<file path="src/rtl/blackjack_hand_scorer_if.sv">
// Card/score bus between the game logic and one hand scorer.
interface blackjack_hand_scorer_if;
  logic       new_hand_i;
  logic       card_valid_i;
  logic [4:0] card_value_i;
  logic       stand_i;
  logic [4:0] score_o;
  logic       soft_o;
  logic [2:0] card_count_o;
  logic       busted_o;
  logic       blackjack_o;
  logic       done_o;
  logic       err_card_o;

  // Game FSM / card source side
  modport master (
    output new_hand_i, card_valid_i, card_value_i, stand_i,
    input  score_o, soft_o, card_count_o, busted_o, blackjack_o, done_o, err_card_o
  );

  // Scorer side
  modport slave (
    input  new_hand_i, card_valid_i, card_value_i, stand_i,
    output score_o, soft_o, card_count_o, busted_o, blackjack_o, done_o, err_card_o
  );
endinterface

</file>
<file path="src/rtl/blackjack_hand_scorer.sv">
// Running Blackjack hand: accumulates cards, tracks soft aces and
// terminal conditions (stand, bust, five-card Charlie).
module blackjack_hand_scorer #(
  parameter int unsigned BUST_LIMIT = 21,
  parameter int unsigned MAX_CARDS  = 5,
  parameter int unsigned ACE_BONUS  = 10
) (
  input  logic                    clock,
  input  logic                    reset_n,
  blackjack_hand_scorer_if.slave  bus
);

  localparam int unsigned VAL_W = 5;
  localparam int unsigned SUM_W = 6;
  localparam int unsigned CNT_W = 3;

  typedef enum logic [2:0] {
    S_EMPTY   = 3'd0,
    S_ACTIVE  = 3'd1,
    S_STAND   = 3'd2,
    S_BUST    = 3'd3,
    S_CHARLIE = 3'd4
  } state_e;

  state_e             state_q, state_d;
  logic [VAL_W-1:0]   hard_q, hard_d;
  logic               ace_q, ace_d;
  logic [CNT_W-1:0]   count_q, count_d;
  logic [VAL_W-1:0]   score_q, score_d;
  logic               soft_q, soft_d;
  logic               busted_q, busted_d;
  logic               bj_q, bj_d;
  logic               done_q, done_d;
  logic               err_q, err_d;

  logic               card_legal;
  logic [SUM_W-1:0]   sum_add;
  logic [SUM_W-1:0]   soft_total;

  // Legal rank check and the hard total if the presented card were accepted
  always_comb begin
    card_legal = (bus.card_value_i >= VAL_W'(1)) && (bus.card_value_i <= VAL_W'(10));
    sum_add    = SUM_W'(hard_q) + SUM_W'(bus.card_value_i);
  end

  // Next-state, hand accumulation and registered-output precompute
  always_comb begin
    state_d    = state_q;
    hard_d     = hard_q;
    ace_d      = ace_q;
    count_d    = count_q;
    bj_d       = bj_q;
    err_d      = 1'b0;
    score_d    = '0;
    soft_d     = 1'b0;
    busted_d   = 1'b0;
    done_d     = 1'b0;
    soft_total = '0;

    if (bus.new_hand_i) begin
      state_d = S_EMPTY;
      hard_d  = '0;
      ace_d   = 1'b0;
      count_d = '0;
      bj_d    = 1'b0;
    end else begin
      unique case (state_q)
        S_EMPTY: begin
          if (bus.card_valid_i) begin
            if (card_legal) begin
              state_d = S_ACTIVE;
              hard_d  = bus.card_value_i;
              ace_d   = (bus.card_value_i == VAL_W'(1));
              count_d = CNT_W'(1);
            end else begin
              err_d = 1'b1;
            end
          end
        end
        S_ACTIVE: begin
          if (bus.card_valid_i && card_legal) begin
            hard_d  = VAL_W'(sum_add);
            ace_d   = ace_q | (bus.card_value_i == VAL_W'(1));
            count_d = count_q + CNT_W'(1);
            if (sum_add > SUM_W'(BUST_LIMIT))
              state_d = S_BUST;
            else if (count_d == CNT_W'(MAX_CARDS))
              state_d = S_CHARLIE;
            else if (bus.stand_i)
              state_d = S_STAND;
          end else begin
            // An illegal card is dropped, but a concurrent stand still counts
            if (bus.card_valid_i) err_d = 1'b1;
            if (bus.stand_i) state_d = S_STAND;
          end
        end
        default: ;  // terminal states hold until new_hand
      endcase
    end

    // Soft adjustment: promote one ace to 11 when that does not bust
    soft_total = SUM_W'(hard_d) + SUM_W'(ACE_BONUS);
    if (ace_d && (soft_total <= SUM_W'(BUST_LIMIT))) begin
      score_d = VAL_W'(soft_total);
      soft_d  = 1'b1;
    end else begin
      score_d = hard_d;
      soft_d  = 1'b0;
    end

    // Natural: the second card lands on exactly BUST_LIMIT
    if ((count_d == CNT_W'(2)) && (count_q == CNT_W'(1)) &&
        (score_d == VAL_W'(BUST_LIMIT)) && !bus.new_hand_i)
      bj_d = 1'b1;

    busted_d = (state_d == S_BUST);
    done_d   = (state_d == S_STAND) || (state_d == S_BUST) || (state_d == S_CHARLIE);
  end

  // State and output registers with asynchronous clear
  always_ff @(posedge clock or negedge reset_n) begin
    if (!reset_n) begin
      state_q  <= S_EMPTY;
      hard_q   <= '0;
      ace_q    <= 1'b0;
      count_q  <= '0;
      score_q  <= '0;
      soft_q   <= 1'b0;
      busted_q <= 1'b0;
      bj_q     <= 1'b0;
      done_q   <= 1'b0;
      err_q    <= 1'b0;
    end else begin
      state_q  <= state_d;
      hard_q   <= hard_d;
      ace_q    <= ace_d;
      count_q  <= count_d;
      score_q  <= score_d;
      soft_q   <= soft_d;
      busted_q <= busted_d;
      bj_q     <= bj_d;
      done_q   <= done_d;
      err_q    <= err_d;
    end
  end

  assign bus.score_o      = score_q;
  assign bus.soft_o       = soft_q;
  assign bus.card_count_o = count_q;
  assign bus.busted_o     = busted_q;
  assign bus.blackjack_o  = bj_q;
  assign bus.done_o       = done_q;
  assign bus.err_card_o   = err_q;

endmodule
</file>
<file path="src/flat_wrapper.sv">
// flat-port wrapper written by rule: the top's interface ports become plain ports
module blackjack_hand_scorer_flat 
#(
  parameter int unsigned BUST_LIMIT = 21,
  parameter int unsigned MAX_CARDS  = 5,
  parameter int unsigned ACE_BONUS  = 10
)
  (clock, reset_n, bus_new_hand_i, bus_card_valid_i, bus_card_value_i, bus_stand_i, bus_score_o, bus_soft_o, bus_card_count_o, bus_busted_o, bus_blackjack_o, bus_done_o, bus_err_card_o);
  blackjack_hand_scorer_if bus_i ();
  input  logic clock;
  input  logic reset_n;
  input wire logic [$bits(bus_i.new_hand_i)-1:0] bus_new_hand_i;
  input wire logic [$bits(bus_i.card_valid_i)-1:0] bus_card_valid_i;
  input wire logic [$bits(bus_i.card_value_i)-1:0] bus_card_value_i;
  input wire logic [$bits(bus_i.stand_i)-1:0] bus_stand_i;
  output wire logic [$bits(bus_i.score_o)-1:0] bus_score_o;
  output wire logic [$bits(bus_i.soft_o)-1:0] bus_soft_o;
  output wire logic [$bits(bus_i.card_count_o)-1:0] bus_card_count_o;
  output wire logic [$bits(bus_i.busted_o)-1:0] bus_busted_o;
  output wire logic [$bits(bus_i.blackjack_o)-1:0] bus_blackjack_o;
  output wire logic [$bits(bus_i.done_o)-1:0] bus_done_o;
  output wire logic [$bits(bus_i.err_card_o)-1:0] bus_err_card_o;
  assign bus_i.new_hand_i = bus_new_hand_i;
  assign bus_i.card_valid_i = bus_card_valid_i;
  assign bus_i.card_value_i = bus_card_value_i;
  assign bus_i.stand_i = bus_stand_i;
  assign bus_score_o = bus_i.score_o;
  assign bus_soft_o = bus_i.soft_o;
  assign bus_card_count_o = bus_i.card_count_o;
  assign bus_busted_o = bus_i.busted_o;
  assign bus_blackjack_o = bus_i.blackjack_o;
  assign bus_done_o = bus_i.done_o;
  assign bus_err_card_o = bus_i.err_card_o;
  blackjack_hand_scorer #(.BUST_LIMIT(BUST_LIMIT), .MAX_CARDS(MAX_CARDS), .ACE_BONUS(ACE_BONUS)) u_core (.clock(clock), .reset_n(reset_n), .bus(bus_i));
endmodule
</file>
<file path="config.mk">
export PLATFORM = sky130hd
export DESIGN_NAME = blackjack_hand_scorer_flat
export DESIGN_NICKNAME = d
export VERILOG_FILES = /design/src/rtl/blackjack_hand_scorer_if.sv /design/src/rtl/blackjack_hand_scorer.sv /design/src/flat_wrapper.sv
export SDC_FILE = /design/constraint.sdc
export NUM_CORES = 1
export LEC_CHECK = 0
export BUFFER_PORTS_ARGS = -buffer_cell sky130_fd_sc_hd__buf_2
export CORE_MARGIN = 1
export CORE_UTILIZATION = 40
export CTS_CLUSTER_DIAMETER = 30
export DETAILED_ROUTE_END_ITERATION = 6
export PLACE_DENSITY_LB_ADDON = 0.05
export RECOVER_POWER = 50
export SETUP_SLACK_MARGIN = 0.02
export SYNTH_ARGS = -nofsm -noshare
export SYNTH_HDL_FRONTEND = slang
export SYNTH_SLANG_ARGS = --single-unit
export TNS_END_PERCENT = 10
</file>
<file path="constraint.sdc">
create_clock -name clock -period 3.8 [get_ports clock]
set_input_delay 0.38 -clock clock [delete_from_list [all_inputs] [get_ports clock]]
set_output_delay 0.38 -clock clock [all_outputs]
set_load 0.03 [all_outputs]
</file>
==> results.json, run 1 <==
{
  "finalCoreUtilization_pct": 46.4,
  "r2r-start": "u_core.hard_q[0]",
  "avgSynthCellArea_sq_um": 10.9,
  "die_w_um": 65.4,
  "synth-async-reset-ratio_pct": 100,
  "register_area_sq_um": 526,
  "clock_latency_ns": 0.27,
  "startpoint": "u_core.hard_q[0]",
  "routabilityCongestion": 0.760,
  "grt_pass1_vias": 1250,
  "ctsResizeCount": 0,
  "wl_met2_mm": 1.82,
  "portBuffers": 22,
  "worst-setup-path-type": "reg -> reg",
  "highest_layer": "met4",
  "fin_crit_ns": 3.44,
  "synth_top_cell_by_area": "dfrtp_1",
  "drive_gt1_share_pct": 26.8,
  "path_buf_inv": 0,
  "antenna_found_initial": 0,
  "met1_length_mm": 1.65,
  "ys_seq_elements": 21,
  "peakVddDrop_mv": 0.160,
  "tritoncts": "yes",
  "crit_slowest_cell": "fa_1",
  "cts_buffers": 3,
  "ctsHoldBuffers": 0,
  "relSlewSlack_pct": 19.3,
  "crit_arrival_ns": 3.60,
  "fp.dieH_um": 65.4,
  "synth_edf_count": 0,
  "required_ns": 3.96,
  "end_kind": "register",
  "cts_setup_buffers": 0,
  "clockRootBuffer": "clkbuf_8",
  "seq_area_frac_synth_pct": 32.7,
  "finalHoldViolations": 0,
  "synth.top_cell.area_share_pct": 32.7,
  "overflow": 0,
  "setup_tns_ns": 0,
  "synth_area_sq_mm": 0.00161,
  "multi_input_area_sq_um": 973,
  "area_growth_pct": 8.72,
  "hold_path.class": "in -> async",
  "wl_mm": 3.57,
  "grt_pass1_wl_mm": 5.89,
  "drtIter0Drc": 43,
  "power_density_mw_per_mm2": 289,
  "htreeDepth": 1,
  "start_util_pct": 42.6,
  "cp.depth": 11,
  "io-pin-count": 23,
  "wl_per_cell_um": 16.5,
  "rrSetupSlack_ns": 0.36,
  "yosys-top-cells-area": "dfrtp_1, ha_1, xnor2_1, nor2_1, a21oi_1",
  "grt_setup_unrepaired": "no",
  "worstReg2RegEnd": "u_core.bus.blackjack_o",
  "clkSinkCount": 21,
  "dpl.cell_count": 212,
  "period_share_pct": 90.5,
  "routed_via_density": 5.55,
  "grt_max_degree": 22,
  "status": "finished clean",
  "dr_total_vias": 1199,
  "syn_inst": 148,
  "path_cells": "ha_1 -> fa_1 -> mux2_2 -> mux2i_2 -> nor2_1 -> ha_1 -> a21oi_2 -> o21ai_2 -> o211ai_2 -> mux2_4 -> a32o_1",
  "dp.final_hpwl_mm": 2.74,
  "tightest_slew_ns": 1.21,
  "first_pass_iters": 4,
  "cpPeakStageDelay_ns": 0.46,
  "clk_pin_slew_ns": 0.08,
  "ys_types": 65,
  "fmax_mhz": 291,
  "wl_met3_um": 80,
  "leakagePower_nw": 0.808,
  "crit_fanout": 7,
  "synth_warnings": 0,
  "drc_errors": 0,
  "slew_violations": 0,
  "fillCellCount": 358,
  "crit_end": "u_core.bus.blackjack_o",
  "crit_family": "adder cells",
  "syn_nets": 168,
  "dieArea_sq_mm": 0.00428,
  "core_area_sq_mm": 0.00377,
  "start_kind": "register",
  "crit_top_cell": "ha_1",
  "nets": 189,
  "setup_viol": 0,
  "clk_path_buf_depth": 2,
  "r2r_cells": 11,
  "grt_util_all_layers_pct": 18.5,
  "detail-route-antenna-nets": 0,
  "final_cells": 216,
  "rows": 22,
  "diodes": 0,
  "cap_violations": 0,
  "fin_skew_ns": 0.00177,
  "ys.flop_type": "dfrtp_1"
}
worst min-delay path by stage:
stage | start | end | cells after the start | slack (ns)
floorplan | reset_n | u_core.ace_q | 0 | 0.08
global placement | reset_n | u_core.bus.err_card_o | 1 | 0.37
detailed placement | reset_n | u_core.bus.err_card_o | 1 | 0.37
CTS | reset_n | u_core.bus.err_card_o | 1 | 0.08
global route | bus_card_valid_i | u_core.bus.err_card_o | 3 | 0.40
finish | reset_n | u_core.bus.err_card_o | 1 | 0.34
logic make-up (layout without fill, tap and decap cells):
family                   count (synthesis)  in the layout  synth area share (%)
buffers and inverters                   16             36                  6.77
multiplexers                             7              7                  6.07
flip-flops                              21             21                  32.7
XOR/XNOR                                 7              7                  4.98
AND/OR/NAND/NOR                         45             45                  18.6
adder cells (fa/ha/maj)                 10             10                  8.25
AO/OA/AOI/OAI                           42             42                  22.6
synthesized netlist by cell type (2+ instances only):
cell       count
nand3_1        2
nand4_1        2
inv_1          9
xnor2_1        5
o22ai_1        2
buf_4          2
o21ai_0        2
nor2_1        11
a2111oi_0      2
ha_1           9
mux2i_1        2
clkbuf_4       2
a211oi_1       4
o211ai_1       3
a21oi_1        7
a21oi_2        4
dfrtp_1       21
mux2_4         2
nand2_1        7
and3b_1        2
nor3_1         3
nor2b_1        2
cell usage in the layout, fill, tap and decap left out, drive strengths merged, types with 3 or more instances in the layout:
master / instances
nor2: 13
mux2i: 4
xnor2: 5
buf: 16
clkbuf: 10
a21oi: 11
nand3: 4
o211ai: 4
inv: 9
nand4: 3
a211oi: 4
mux2: 3
nand2: 8
dfrtp: 21
o21ai: 3
ha: 9
nor3: 3
per-layer routing:
| layer | GRT usage, % | vias up |
|---|---|---|
| met4 | 5.71 | 0 |
| met2 | 33.4 | 14 |
| li1 | - | 589 |
| met3 | 2.08 | 2 |
| met5 | 0 | - |
| met1 | 22.9 | 594 |
registers in the layout, indices dropped and copies added (netlist names):
signal,flops
u_core.ace_q,1
u_core.bus.blackjack_o,1
u_core.bus.busted_o,1
u_core.bus.card_count_o,3
u_core.bus.done_o,1
u_core.bus.err_card_o,1
u_core.bus.score_o,4
u_core.bus.soft_o,1
u_core.hard_q,5
u_core.state_q,3
area by class of cell:
class | count | area share, %
inverter | 9 | 1.93
clock buffer | 3 | 2.36
tap | 48 | 3.44
timing repair buffer | 23 | 6.23
clock inverter | 1 | 0.286
sequential | 21 | 30.1
multi-input combinational | 111 | 55.7
metrics by stage:
stage	hold WS (ns)	worst slack (ns)	total power, mW	instance area, sq um
finish	0.339	0.362	0.506	1750
global route	0.402	0.227	0.532	1750
CTS	0.0844	0.353	0.511	1760
detailed placement	0.375	0.295	0.358	1710
global placement	0.374	0.446	0.356	1710
floorplan	0.0844	0.661	0.328	1610
power breakdown:
group | leakage, nW | internal [mW] | total (mW) | switching [mW]
clock | 0.0255 | 0.0733 | 0.154 | 0.0804
combinational | 0.493 | 0.0423 | 0.117 | 0.0746
sequential | 0.289 | 0.230 | 0.235 | 0.00503
total | 0.808 | 0.346 | 0.506 | 0.160
Note: power is estimated with default switching activity, not from simulation.
==> run 2: changes to the inputs <==
--- a/config.mk
+++ b/config.mk
@@ -7,10 +7,10 @@
 export LEC_CHECK = 0
 export BUFFER_PORTS_ARGS = -buffer_cell sky130_fd_sc_hd__buf_2
 export CORE_MARGIN = 1
-export CORE_UTILIZATION = 40
+export CORE_UTILIZATION = 30
 export CTS_CLUSTER_DIAMETER = 30
 export DETAILED_ROUTE_END_ITERATION = 6
-export PLACE_DENSITY_LB_ADDON = 0.05
+export PLACE_DENSITY = 0.54
 export RECOVER_POWER = 50
 export SETUP_SLACK_MARGIN = 0.02
 export SYNTH_ARGS = -nofsm -noshare
==> run 2 against run 1 <==
- via count is 1.3% higher
- sequential power hardly changed
- count of clock-buffer cells in the layout stayed put
- global-route usage is 4.4 points lower
- final cell count is 11% higher
- flip-flop and latch count stayed put
- critical path depth stayed put
- clock skew is 0.0014 ns higher
- clock power is 4% lower
- first-iteration DRC count is 44% lower
==> results.json, run 2 (synthesized netlist as in run 1, its figures left out) <==
{
  "setup_viol": 0,
  "power_density_mw_per_mm2": 281,
  "worstReg2RegEnd": "u_core.bus.blackjack_o",
  "grt_util_all_layers_pct": 14.2,
  "finalHoldViolations": 0,
  "hold_path.class": "in -> async",
  "grt_pass1_vias": 1211,
  "period_share_pct": 88.6,
  "rows": 26,
  "clock_latency_ns": 0.26,
  "fmax_mhz": 297,
  "dp.final_hpwl_mm": 2.80,
  "cts_buffers": 3,
  "peakVddDrop_mv": 0.163,
  "diodes": 0,
  "end_kind": "register",
  "fin_crit_ns": 3.37,
  "clk_pin_slew_ns": 0.08,
  "placed_cell_area_sq_mm": 0.00175,
  "drive_gt1_share_pct": 27.2,
  "r2r-start": "u_core.hard_q[0]",
  "wl_per_cell_um": 15.2,
  "fillCellCount": 560,
  "io-pin-count": 23,
  "top_register": "u_core.hard_q",
  "drc_errors": 0,
  "grt_max_degree": 22,
  "area_growth_pct": 10.7,
  "required_ns": 3.95,
  "routabilityCongestion": 0.799,
  "relSlewSlack_pct": 19.6,
  "final_cell_mix": "dfrtp_1, buf_2, nor2_1, inv_1, ha_1",
  "dpl.cell_count": 235,
  "ctsResizeCount": 0,
  "dieArea_sq_mm": 0.00566,
  "drtIter0Drc": 24,
  "crit_end": "u_core.bus.blackjack_o",
  "fp.dieH_um": 75.2,
  "worst-setup-path-type": "reg -> reg",
  "detail-route-antenna-nets": 0,
  "grt_pass1_wl_mm": 5.93,
  "slew_violations": 0,
  "first_pass_iters": 4,
  "final_area_sq_mm": 0.00178,
  "final_common_cell": "dfrtp_1",
  "start_util_pct": 31.3,
  "leakagePower_nw": 0.813,
  "crit_arrival_ns": 3.52,
  "cap_violations": 0,
  "portBuffers": 22,
  "antenna_found_initial": 0,
  "r2r_cells": 11,
  "setup_tns_ns": 0,
  "routed_via_density": 5.08,
  "tritoncts": "yes",
  "cts_setup_buffers": 0,
  "fin_skew_ns": 0.00316,
  "start_kind": "register",
  "status": "finished clean",
  "grt_setup_unrepaired": "no",
  "ctsHoldBuffers": 0,
  "htreeDepth": 1,
  "nets": 190,
  "final_cells": 239,
  "clkSinkCount": 21,
  "rrSetupSlack_ns": 0.43,
  "clockRootBuffer": "clkbuf_8",
  "wl_mm": 3.63,
  "startpoint": "u_core.hard_q[0]",
  "dr_total_vias": 1214,
  "tightest_slew_ns": 1.21,
  "core_area_sq_mm": 0.00514,
  "die_w_um": 75.2,
  "overflow": 0,
  "clk_path_buf_depth": 2,
  "largest_reg_flops": 5,
  "crit_fanout": 7
}
[run 2: cell count changes in the layout (fill, tap and decap cells not counted), sizes merged]
cell  change
buf       +1
[run 2: how the worst min path moves through the flow]
| stage | end | startpoint |
|---|---|---|
| after floorplan | u_core.ace_q | reset_n |
| after detailed placement | u_core.bus.card_count_o[1] | reset_n |
| after global placement | u_core.bus.card_count_o[1] | reset_n |
| after global routing | u_core.bus.err_card_o | bus_card_valid_i |
| after CTS | u_core.bus.done_o | reset_n |
| final | u_core.bus.card_count_o[1] | reset_n |
[run 2: metal layers]
metal	global-route usage, %	wire length, um	vias to the layer above
met3	3.48	129	2
met2	24.8	1780	18
met5	0	0	-
li1	-	-	590
met4	2.26	18	0
met1	18.0	1700	604
[run 2: worst max-delay path, stage by stage (launching register included)]
cell	delay, ns
dfrtp_1	0.40
ha_1	0.23
fa_1	0.47
mux2_2	0.30
mux2i_2	0.27
nor2_1	0.15
ha_1	0.33
a21oi_2	0.22
o21ai_2	0.08
o211ai_2	0.24
mux2_4	0.34
a32o_1	0.22
[run 2: area by class of cell]
type / count / area (sq um) / area share [%]
multi-input cells: 111 / 973 / 54.7
flip-flops and latches: 21 / 526 / 29.5
repair buffers: 24 / 114 / 6.39
well taps: 70 / 87.6 / 4.92
clock buffers: 3 / 41.3 / 2.32
inverters: 9 / 33.8 / 1.90
clock inverters: 1 / 5.00 / 0.281
[run 2: through the flow]
| stage | utilization [%] | setup WS [ns] | power [mW] | hold slack [ns] |
|---|---|---|---|---|
| after floorplan | - | 0.661 | 0.328 | 0.0844 |
| after global placement | 34.0 | 0.412 | 0.358 | 0.384 |
| after detailed placement | 34.0 | 0.353 | 0.359 | 0.387 |
| after CTS | 34.9 | 0.428 | 0.511 | 0.0963 |
| after global routing | 34.6 | 0.236 | 0.531 | 0.421 |
| final | 34.6 | 0.433 | 0.500 | 0.343 |
[run 2: report_power, final]
| part | internal, mW | switching [mW] |
|---|---|---|
| clock network | 0.0731 | 0.0745 |
| logic | 0.0425 | 0.0744 |
| registers | 0.230 | 0.00510 |
| total | 0.346 | 0.154 |
